[config.mk]
export PLATFORM = sky130hd
export DESIGN_NAME = seq_calculator
export DESIGN_NICKNAME = d
export VERILOG_FILES = /design/src/rtl/seq_calculator.sv
export SDC_FILE = /design/constraint.sdc
export NUM_CORES = 1
export LEC_CHECK = 0
export BUFFER_PORTS_ARGS = -buffer_cell sky130_fd_sc_hd__buf_2
export CORE_ASPECT_RATIO = 1.1
export CORE_MARGIN = 2
export CORE_UTILIZATION = 50
export DETAILED_ROUTE_END_ITERATION = 8
export GPL_TIMING_DRIVEN = 0
export PLACE_DENSITY = 0.7
export SLEW_MARGIN = 40
export SYNTH_ARGS = -nofsm -noshare
export SYNTH_HDL_FRONTEND = slang
export SYNTH_SLANG_ARGS = --single-unit
[constraint.sdc]
create_clock -name clk -period 2.9 [get_ports clk]
set_clock_uncertainty 0.2 [all_clocks]
set_input_delay 0.58 -clock clk [delete_from_list [all_inputs] [get_ports clk]]
set_output_delay 0.58 -clock clk [all_outputs]
set_load 0.1 [all_outputs]
[src/rtl/seq_calculator.sv]
// seq_calculator: sequential add/sub/mul/div unit with a start/busy/done
// handshake. Multiply is shift-add and divide is restoring, both iterating
// one bit per clock. Results are registered and held for the display path.
module seq_calculator #(
  parameter int WIDTH = 8
) (
  input  logic                 clk,
  input  logic                 clr,
  input  logic                 start,
  input  logic [1:0]           op,
  input  logic [WIDTH-1:0]     a,
  input  logic [WIDTH-1:0]     b,
  output logic                 busy,
  output logic                 done,
  output logic [2*WIDTH-1:0]   result,
  output logic [WIDTH-1:0]     remainder,
  output logic                 negative,
  output logic                 div_by_zero
);

  localparam int CW = $clog2(WIDTH + 1);
  localparam logic [CW-1:0] LastCount = CW'(WIDTH);

  localparam logic [1:0] OpAdd = 2'b00;
  localparam logic [1:0] OpSub = 2'b01;
  localparam logic [1:0] OpDiv = 2'b10;
  localparam logic [1:0] OpMul = 2'b11;

  typedef enum logic [1:0] {IDLE, EXEC, ITER, DONE} state_t;

  state_t r_state;
  state_t w_nextState;

  logic [WIDTH-1:0] r_a;
  logic [WIDTH-1:0] r_b;
  logic [1:0]       r_op;
  logic [CW-1:0]    r_count;
  // r_hi is the upper accumulator (mul) or partial remainder (div);
  // r_lo is the multiplier being shifted out (mul) or the quotient (div).
  logic [WIDTH:0]   r_hi;
  logic [WIDTH-1:0] r_lo;

  logic [WIDTH:0]   w_sum;
  logic [WIDTH:0]   w_diff;
  logic [WIDTH:0]   w_mulAcc;
  logic [WIDTH:0]   w_divShift;
  logic [WIDTH+1:0] w_divTrial;
  logic             w_divNeg;

  // Single-cycle arithmetic and the per-step mul/div datapath
  always_comb begin
    w_sum      = {1'b0, r_a} + {1'b0, r_b};
    w_diff     = {1'b0, r_a} - {1'b0, r_b};
    w_mulAcc   = r_lo[0] ? (r_hi + {1'b0, r_a}) : r_hi;
    w_divShift = {r_hi[WIDTH-1:0], r_lo[WIDTH-1]};
    w_divTrial = {1'b0, w_divShift} - {2'b00, r_b};
    w_divNeg   = w_divTrial[WIDTH+1];
  end

  // State register; clr aborts any operation in flight
  always_ff @(posedge clk) begin
    if (clr) r_state <= IDLE;
    else     r_state <= w_nextState;
  end

  // Next-state decode and handshake outputs
  always_comb begin
    w_nextState = r_state;
    busy        = 1'b0;
    done        = 1'b0;
    case (r_state)
      IDLE: begin
        if (start) begin
          if (op == OpAdd || op == OpSub || (op == OpDiv && b == '0))
            w_nextState = EXEC;
          else
            w_nextState = ITER;
        end
      end
      EXEC: begin
        busy        = 1'b1;
        w_nextState = DONE;
      end
      ITER: begin
        busy = 1'b1;
        if (r_count == LastCount) w_nextState = DONE;
      end
      DONE: begin
        done        = 1'b1;
        w_nextState = IDLE;
      end
      default: w_nextState = IDLE;
    endcase
  end

  // Operand capture, iteration steps and result registers (written only when entering DONE)
  always_ff @(posedge clk) begin
    if (clr) begin
      r_a         <= '0;
      r_b         <= '0;
      r_op        <= '0;
      r_count     <= '0;
      r_hi        <= '0;
      r_lo        <= '0;
      result      <= '0;
      remainder   <= '0;
      negative    <= 1'b0;
      div_by_zero <= 1'b0;
    end else begin
      case (r_state)
        IDLE: begin
          if (start) begin
            r_a     <= a;
            r_b     <= b;
            r_op    <= op;
            r_count <= '0;
            r_hi    <= '0;
            r_lo    <= (op == OpMul) ? b : a;
          end
        end
        EXEC: begin
          if (r_op == OpAdd) begin
            result      <= {{(WIDTH-1){1'b0}}, w_sum};
            remainder   <= '0;
            negative    <= 1'b0;
            div_by_zero <= 1'b0;
          end else if (r_op == OpSub) begin
            result      <= {{(WIDTH-1){w_diff[WIDTH]}}, w_diff};
            remainder   <= '0;
            negative    <= w_diff[WIDTH];
            div_by_zero <= 1'b0;
          end else begin
            result      <= '1;
            remainder   <= r_a;
            negative    <= 1'b0;
            div_by_zero <= 1'b1;
          end
        end
        ITER: begin
          if (r_count == LastCount) begin
            negative    <= 1'b0;
            div_by_zero <= 1'b0;
            if (r_op == OpMul) begin
              result    <= {r_hi[WIDTH-1:0], r_lo};
              remainder <= '0;
            end else begin
              result    <= {{WIDTH{1'b0}}, r_lo};
              remainder <= r_hi[WIDTH-1:0];
            end
          end else begin
            r_count <= r_count + CW'(1);
            if (r_op == OpMul) begin
              r_hi <= {1'b0, w_mulAcc[WIDTH:1]};
              r_lo <= {w_mulAcc[0], r_lo[WIDTH-1:1]};
            end else begin
              r_hi <= w_divNeg ? w_divShift : w_divTrial[WIDTH:0];
              r_lo <= {r_lo[WIDTH-2:0], ~w_divNeg};
            end
          end
        end
        default: begin
        end
      endcase
    end
  end

endmodule

==> impl_metrics.env, run 1 <==
export IMPL_tritoncts="yes"
export IMPL_area_growth_pct=13.4
export IMPL_drc=0
export IMPL_fillers=865
export IMPL_drt_wl_total_um=13800
export IMPL_grt_pass1_vias=4259
export IMPL_cp_max_fo=7
export IMPL_grt_max_degree=14
export IMPL_dieArea_um2=9750
export IMPL_clock_fmax_mhz=367
export IMPL_drt_initial_drc_count=270
export IMPL_yosys_area_top_type="dfxtp_1"
export IMPL_routed_via_density=6.06
export IMPL_overflow=0
export IMPL_start_util=0.511
export IMPL_reg2reg_slack_ns=0.17
export IMPL_cts_max_level=3
export IMPL_min_path_type="reg2reg"
export IMPL_cts_buffers=9
export IMPL_synthCells=585
export IMPL_dp_cells=744
export IMPL_finalNetCount=703
export IMPL_diodes=0
export IMPL_die_h_um=103
export IMPL_synth_async_reset_ratio=0
export IMPL_power_frac_seq=0.227
export IMPL_min_period_ns=2.73
export IMPL_synth_ff_type="dfxtp_1"
export IMPL_hold_viol_final=0
export IMPL_coreArea_um2=8780
export IMPL_final_max_slew_viol_count=0
export IMPL_r2r_end="result[7]"
export IMPL_synth_most_common_cell="nand2_1"
export IMPL_start_kind="flip-flop"
export IMPL_firstDrtPassIters=5
export IMPL_ff2ff_path_depth=8
export IMPL_required_ns=2.92
export IMPL_portBuffers=45
export IMPL_post_cts_buffers=0
export IMPL_hold_depth=2
export IMPL_power_switching_w=0.00374
export IMPL_rsz0062_at_grt="no"
export IMPL_clk_pin_slew_ns=0.08
export IMPL_irDropWorstVdd_v=0.000820
export IMPL_vias=4604
export IMPL_arrival_ns=2.75
export IMPL_leakage_nw=2.10
export IMPL_netSwitchingFraction=0.570
export IMPL_internal_power_w=0.00282
export IMPL_combPwrFrac=0.635
export IMPL_groute_usage_overall=0.292
export IMPL_min_from="result[3]"
export IMPL_syn_nets=647
export IMPL_setup_viol=0
export IMPL_syn_area_um2=4490
export IMPL_cts_sinks=67
export IMPL_drtAntennaViolNets=0
export IMPL_worst_r2r_startpoint="r_a[1]"
export IMPL_ctsHoldBuffers=0
export IMPL_synth_area_per_cell_um2=7.67
export IMPL_synth_edf_count=0
export IMPL_drive_gt1_frac=0.115
export IMPL_synth_top_area_frac=0.299
export IMPL_rows=36
export IMPL_tightest_slew_ns=0.748
export IMPL_cap_violations=0
export IMPL_ys_types=60
export IMPL_startpoint="r_a[1]"
export IMPL_synth_area_top_cells="dfxtp_1 (30%), ha_1 (10%), nand2_1 (7.4%), a21oi_1 (7.2%), nor2_1 (4.9%)"
export IMPL_yosys_top_cells_count="nand2_1 (88), dfxtp_1 (67), a21oi_1 (65)"
export IMPL_grt_first_pass_wirelength_um=21600
export IMPL_clkLatencyLatePin_ns=0.36
export IMPL_yosysSeqAreaShare=0.299
export IMPL_avgRoutedWirePerCell_um=18.1
export IMPL_relSlewSlack=0.499
export IMPL_critPathKind="reg2reg"
export IMPL_fin_cells=760
export IMPL_cts_buffer_depth=2
export IMPL_finalCritPeriodShare=0.940
export IMPL_yosys_warnings=0
export IMPL_final_setup_tns_ns=0
export IMPL_power_density_nw_per_um2=1290
export IMPL_cts_root_buffer="clkbuf_8"
export IMPL_outcome="finished, final reports clean"
export IMPL_io_pins=49
export IMPL_synth_seq_cells=67
export IMPL_power_share_clock=0.138
export IMPL_critPathCaptureType="flip-flop"
export IMPL_antenna_found_initial=0
export IMPL_die_w_um=94.3
export IMPL_hold_path_end="result[3]"
export IMPL_place_congestion=0.926
export IMPL_dp_hpwl_um=10800
-- worst max path at each step --
stage | end | cells after the start
detailed placement | r_hi[4] | 10
global route | r_hi[4] | 10
finish | result[7] | 8
global placement | r_hi[4] | 10
CTS | r_hi[4] | 10
floorplan | result[1] | 7
-- cell families after synthesis --
group,Yosys count,synth area share
adders and majority gates,41,0.121
xor gates and xnor gates,11,0.0215
muxes,11,0.0251
DFF,67,0.299
buffers and inverters,62,0.0541
and+or+nand+nor,204,0.198
AOI/OAI and AO/OA,189,0.281
-- cell usage in the layout (no fill, tap or decap), drive strengths merged, types with 4 or more instances in the layout --
cell type and instances:
a211oi 15, a21o 6, a21oi 66, a221oi 10, a311oi 6, a31oi 7
and3 7, buf 50, clkbuf 34, dfxtp 67, fa 4, ha 37
inv 33, mux2i 9, nand2 88, nand2b 6, nand3 9, nor2 60
nor2b 6, nor3 16, o21a 9, o21ai 31, o221ai 6, o31a 5
xnor2 4, xor2 7
-- timing repair --
item / 4_1_cts / 5_1_grt
hold endpoints to repair: 0 / 0
setup endpoints to repair: 0 / 14
resized for setup: 0 / 4
-- cell type report --
cell class	instances	area (um2)	area share
repair buffers	45	225	0.0442
inverters	32	120	0.0236
well taps	114	143	0.0280
flip-flops and latches	67	1340	0.264
multi-input cells	456	2910	0.572
clock inverters	7	98.8	0.0194
clock buffers	9	124	0.0243
plain buffers	30	125	0.0246
-- stage by stage --
step / setup slack (ns) / hold slack, ns / area, um2 / util / total power (W)
after global routing: 0.00342 / 0.276 / 5090 / 0.579 / 0.00698
final: 0.175 / 0.259 / 5090 / 0.579 / 0.00657
after CTS: 0.00178 / 0.257 / 5080 / 0.578 / 0.00651
after detailed placement: 0.0242 / 0.244 / 4860 / 0.553 / 0.00560
after global placement: 0.0568 / 0.239 / 4860 / 0.553 / 0.00553
after floorplan: 0.365 / 0.253 / 4490 / - / 0.00470
-- power by group through the flow --
stage	clock, W	combinational (W)	sequential [W]
floorplan	0	0.00215	0.00256
global placement	0	0.00404	0.00149
detailed placement	0	0.00410	0.00150
CTS	0.000909	0.00412	0.00148
global route	0.000958	0.00450	0.00152
finish	0.000909	0.00417	0.00149
-- flip-flops by register name (all words and copies together) (netlist names) --
signal	flops
r_hi	9
r_state	2
div_by_zero	1
r_b	8
remainder	8
result	16
r_lo	8
r_a	8
r_op	2
r_count	4
negative	1
-- per-layer routing --
metal	track usage	part of all wire	vias to the layer above
li1	-	-	2226
met1	0.368	0.42	2150
met2	0.490	0.47	182
met3	0.0449	0.061	46
met4	0.145	0.043	0
met5	0	0	-
-- critical path, stage by stage, from the launching register on --
cell and delay, ns:
dfxtp_1 0.58, ha_1 0.31, nand2b_1 0.17, a221oi_1 0.34, or4_1 0.17, a21oi_1 0.07, xor2_1 0.14, o311ai_0 0.47
a21oi_1 0.13
Note: power is estimated with default switching activity, not from simulation.
==> run 2, diff against run 1 <==
RECOVER_POWER = 50   (was not set)
==> run 2 against run 1 <==
- first-iteration DRC count rose by 2.6%
- routed wire length rose by 0.19%
- register-to-register slack barely moved
- final cell count did not move
- non-clock buffer count did not move
- fmax fell by 0.50%
- critical path depth did not move
- sequential share of layout area rose by 0.18 points
- clock power barely moved
- via count rose by 0.35%
- critical endpoint unchanged
- clock-buffer cell count did not move
==> impl_metrics.env, run 2 (synthesis results as in run 1) <==
export IMPL_outcome="finished, final reports clean"
export IMPL_clk_pin_slew_ns=0.08
export IMPL_power_frac_seq=0.229
export IMPL_tritoncts="yes"
export IMPL_cpLargestDelayFamily="compound AO/OA/AOI/OAI gates"
export IMPL_tightest_slew_ns=1.19
export IMPL_critPathCaptureType="flip-flop"
export IMPL_arrival_ns=2.75
export IMPL_critical_path_max_stage_delay_ns=0.57
export IMPL_final_setup_tns_ns=0
export IMPL_antenna_found_initial=0
export IMPL_power_share_clock=0.139
export IMPL_firstDrtPassIters=5
export IMPL_drc=0
export IMPL_grt_max_degree=14
export IMPL_cp_max_fo=7
export IMPL_min_path_type="reg2reg"
export IMPL_relSlewSlack=0.210
export IMPL_die_w_um=94.3
export IMPL_area_growth_pct=12.6
export IMPL_start_kind="flip-flop"
export IMPL_place_area_um2=4860
export IMPL_power_switching_w=0.00376
export IMPL_portBuffers=45
export IMPL_regMostFlops="result"
export IMPL_die_h_um=103
export IMPL_drt_initial_drc_count=277
export IMPL_min_period_ns=2.74
export IMPL_reg_top3="result x16, r_hi x9"
export IMPL_rsz0062_at_grt="no"
export IMPL_final_util=0.575
export IMPL_clock_fmax_mhz=365
export IMPL_dp_hpwl_um=10800
export IMPL_post_cts_buffers=0
export IMPL_fillers=873
export IMPL_cts_buffer_depth=2
export IMPL_cts_root_buffer="clkbuf_8"
export IMPL_avgRoutedWirePerCell_um=18.2
export IMPL_drt_wl_total_um=13800
export IMPL_clkLatencyLatePin_ns=0.35
export IMPL_final_cell_mix="nand2_1 (88), dfxtp_1 (66), a21oi_1 (65), nor2_1 (59), clkbuf_1 (53)"
export IMPL_finalCritPeriodShare=0.944
export IMPL_finalNetCount=703
export IMPL_combPwrFrac=0.632
export IMPL_overflow=0
export IMPL_rows=36
export IMPL_cts_sinks=67
export IMPL_grt_pass1_vias=4259
export IMPL_fin_cells=760
export IMPL_coreArea_um2=8780
export IMPL_dieArea_um2=9750
export IMPL_largest_reg_flops=16
export IMPL_worst_path_most_repeated_cell="a21oi_1"
export IMPL_leakage_nw=1.98
export IMPL_groute_usage_overall=0.292
export IMPL_ctsHoldBuffers=0
export IMPL_drtAntennaViolNets=0
export IMPL_dp_cells=744
export IMPL_final_max_slew_viol_count=0
export IMPL_io_pins=49
export IMPL_setup_viol=0
export IMPL_vias=4620
export IMPL_cap_violations=0
export IMPL_diodes=0
export IMPL_routed_via_density=6.08
export IMPL_start_util=0.511
export IMPL_cts_buffers=9
export IMPL_final_common_cell="nand2_1"
export IMPL_cts_max_level=3
export IMPL_worstPathCellList="ha_1 > nand2b_1 > a221oi_1 > or4_1 > a21oi_1 > xor2_1 > o311ai_0 > a21oi_1"
export IMPL_required_ns=2.91
export IMPL_crit_buf_inv=0
export IMPL_hold_viol_final=0
export IMPL_cpMaxStageDelayCell="dfxtp_1"
export IMPL_netSwitchingFraction=0.575
export IMPL_grt_first_pass_wirelength_um=21600
export IMPL_stdcell_area_um2=5050
export IMPL_irDropWorstVdd_v=0.000810
export IMPL_place_congestion=0.926
export IMPL_power_density_nw_per_um2=1290
export IMPL_critPathKind="reg2reg"
export IMPL_drive_gt1_frac=0.0712
export IMPL_internal_power_w=0.00278
[run 2: changes by cell type in the layout (fill, tap and decap cells not counted)]
cell | before | now
and2_0 | 0 | 2
and2_1 | 3 | 1
buf_2 | 46 | 18
clkbuf_1 | 25 | 53
[run 2: final timing paths]
kind                            startpoint   endpoint  slack [ns]  depth (start not counted)
worst max-delay path                r_a[1]  result[7]        0.16                          8
worst min register to register   result[3]  result[3]        0.26                          2
worst min-delay path             result[3]  result[3]        0.26                          2
worst max register to register      r_a[1]  result[7]        0.16                          8
[run 2: worst min-delay path, delay by kind of cell (launching register included)]
| kind | cells | cell delay (ns) |
|---|---|---|
| compound gates | 1 | 0.05 |
| flops | 1 | 0.32 |
| simple gates | 1 | 0.05 |
[run 2: layout make-up]
type	count	area, um2	area share
multi-input cells	456	2910	0.576
well taps	114	143	0.0282
plain buffers	30	124	0.0245
repair buffers	45	191	0.0379
flip-flops and latches	67	1340	0.266
clock buffers	9	124	0.0245
clock inverters	7	98.8	0.0196
inverters	32	120	0.0238
[run 2: per-stage QoR]
step / hold WS [ns] / power, W / setup slack (ns)
floorplan: 0.253 / 0.00470 / 0.365
global placement: 0.239 / 0.00553 / 0.0568
global route: 0.276 / 0.00693 / 0.00342
finish: 0.260 / 0.00653 / 0.161
CTS: 0.257 / 0.00651 / 0.00178
detailed placement: 0.244 / 0.00560 / 0.0242
[run 2: routing by layer]
metal	part of all wire	vias to the layer above	GRT usage
met3	0.057	44	0.0449
li1	-	2225	-
met1	0.43	2180	0.368
met2	0.47	171	0.490
met4	0.044	0	0.145
met5	0	-	0
[run 2: power groups by stage]
stage | clock (W) | combinational, W | sequential (W)
after CTS | 0.000909 | 0.00412 | 0.00148
after detailed placement | 0 | 0.00410 | 0.00150
after global placement | 0 | 0.00404 | 0.00149
after global routing | 0.000958 | 0.00445 | 0.00152
final | 0.000908 | 0.00413 | 0.00149
after floorplan | 0 | 0.00215 | 0.00256
[run 2: what timing repair did]
action	CTS	global route
endpoints found under the setup margin	0	14
endpoints found under the hold margin	0	0
gates resized for setup	0	4
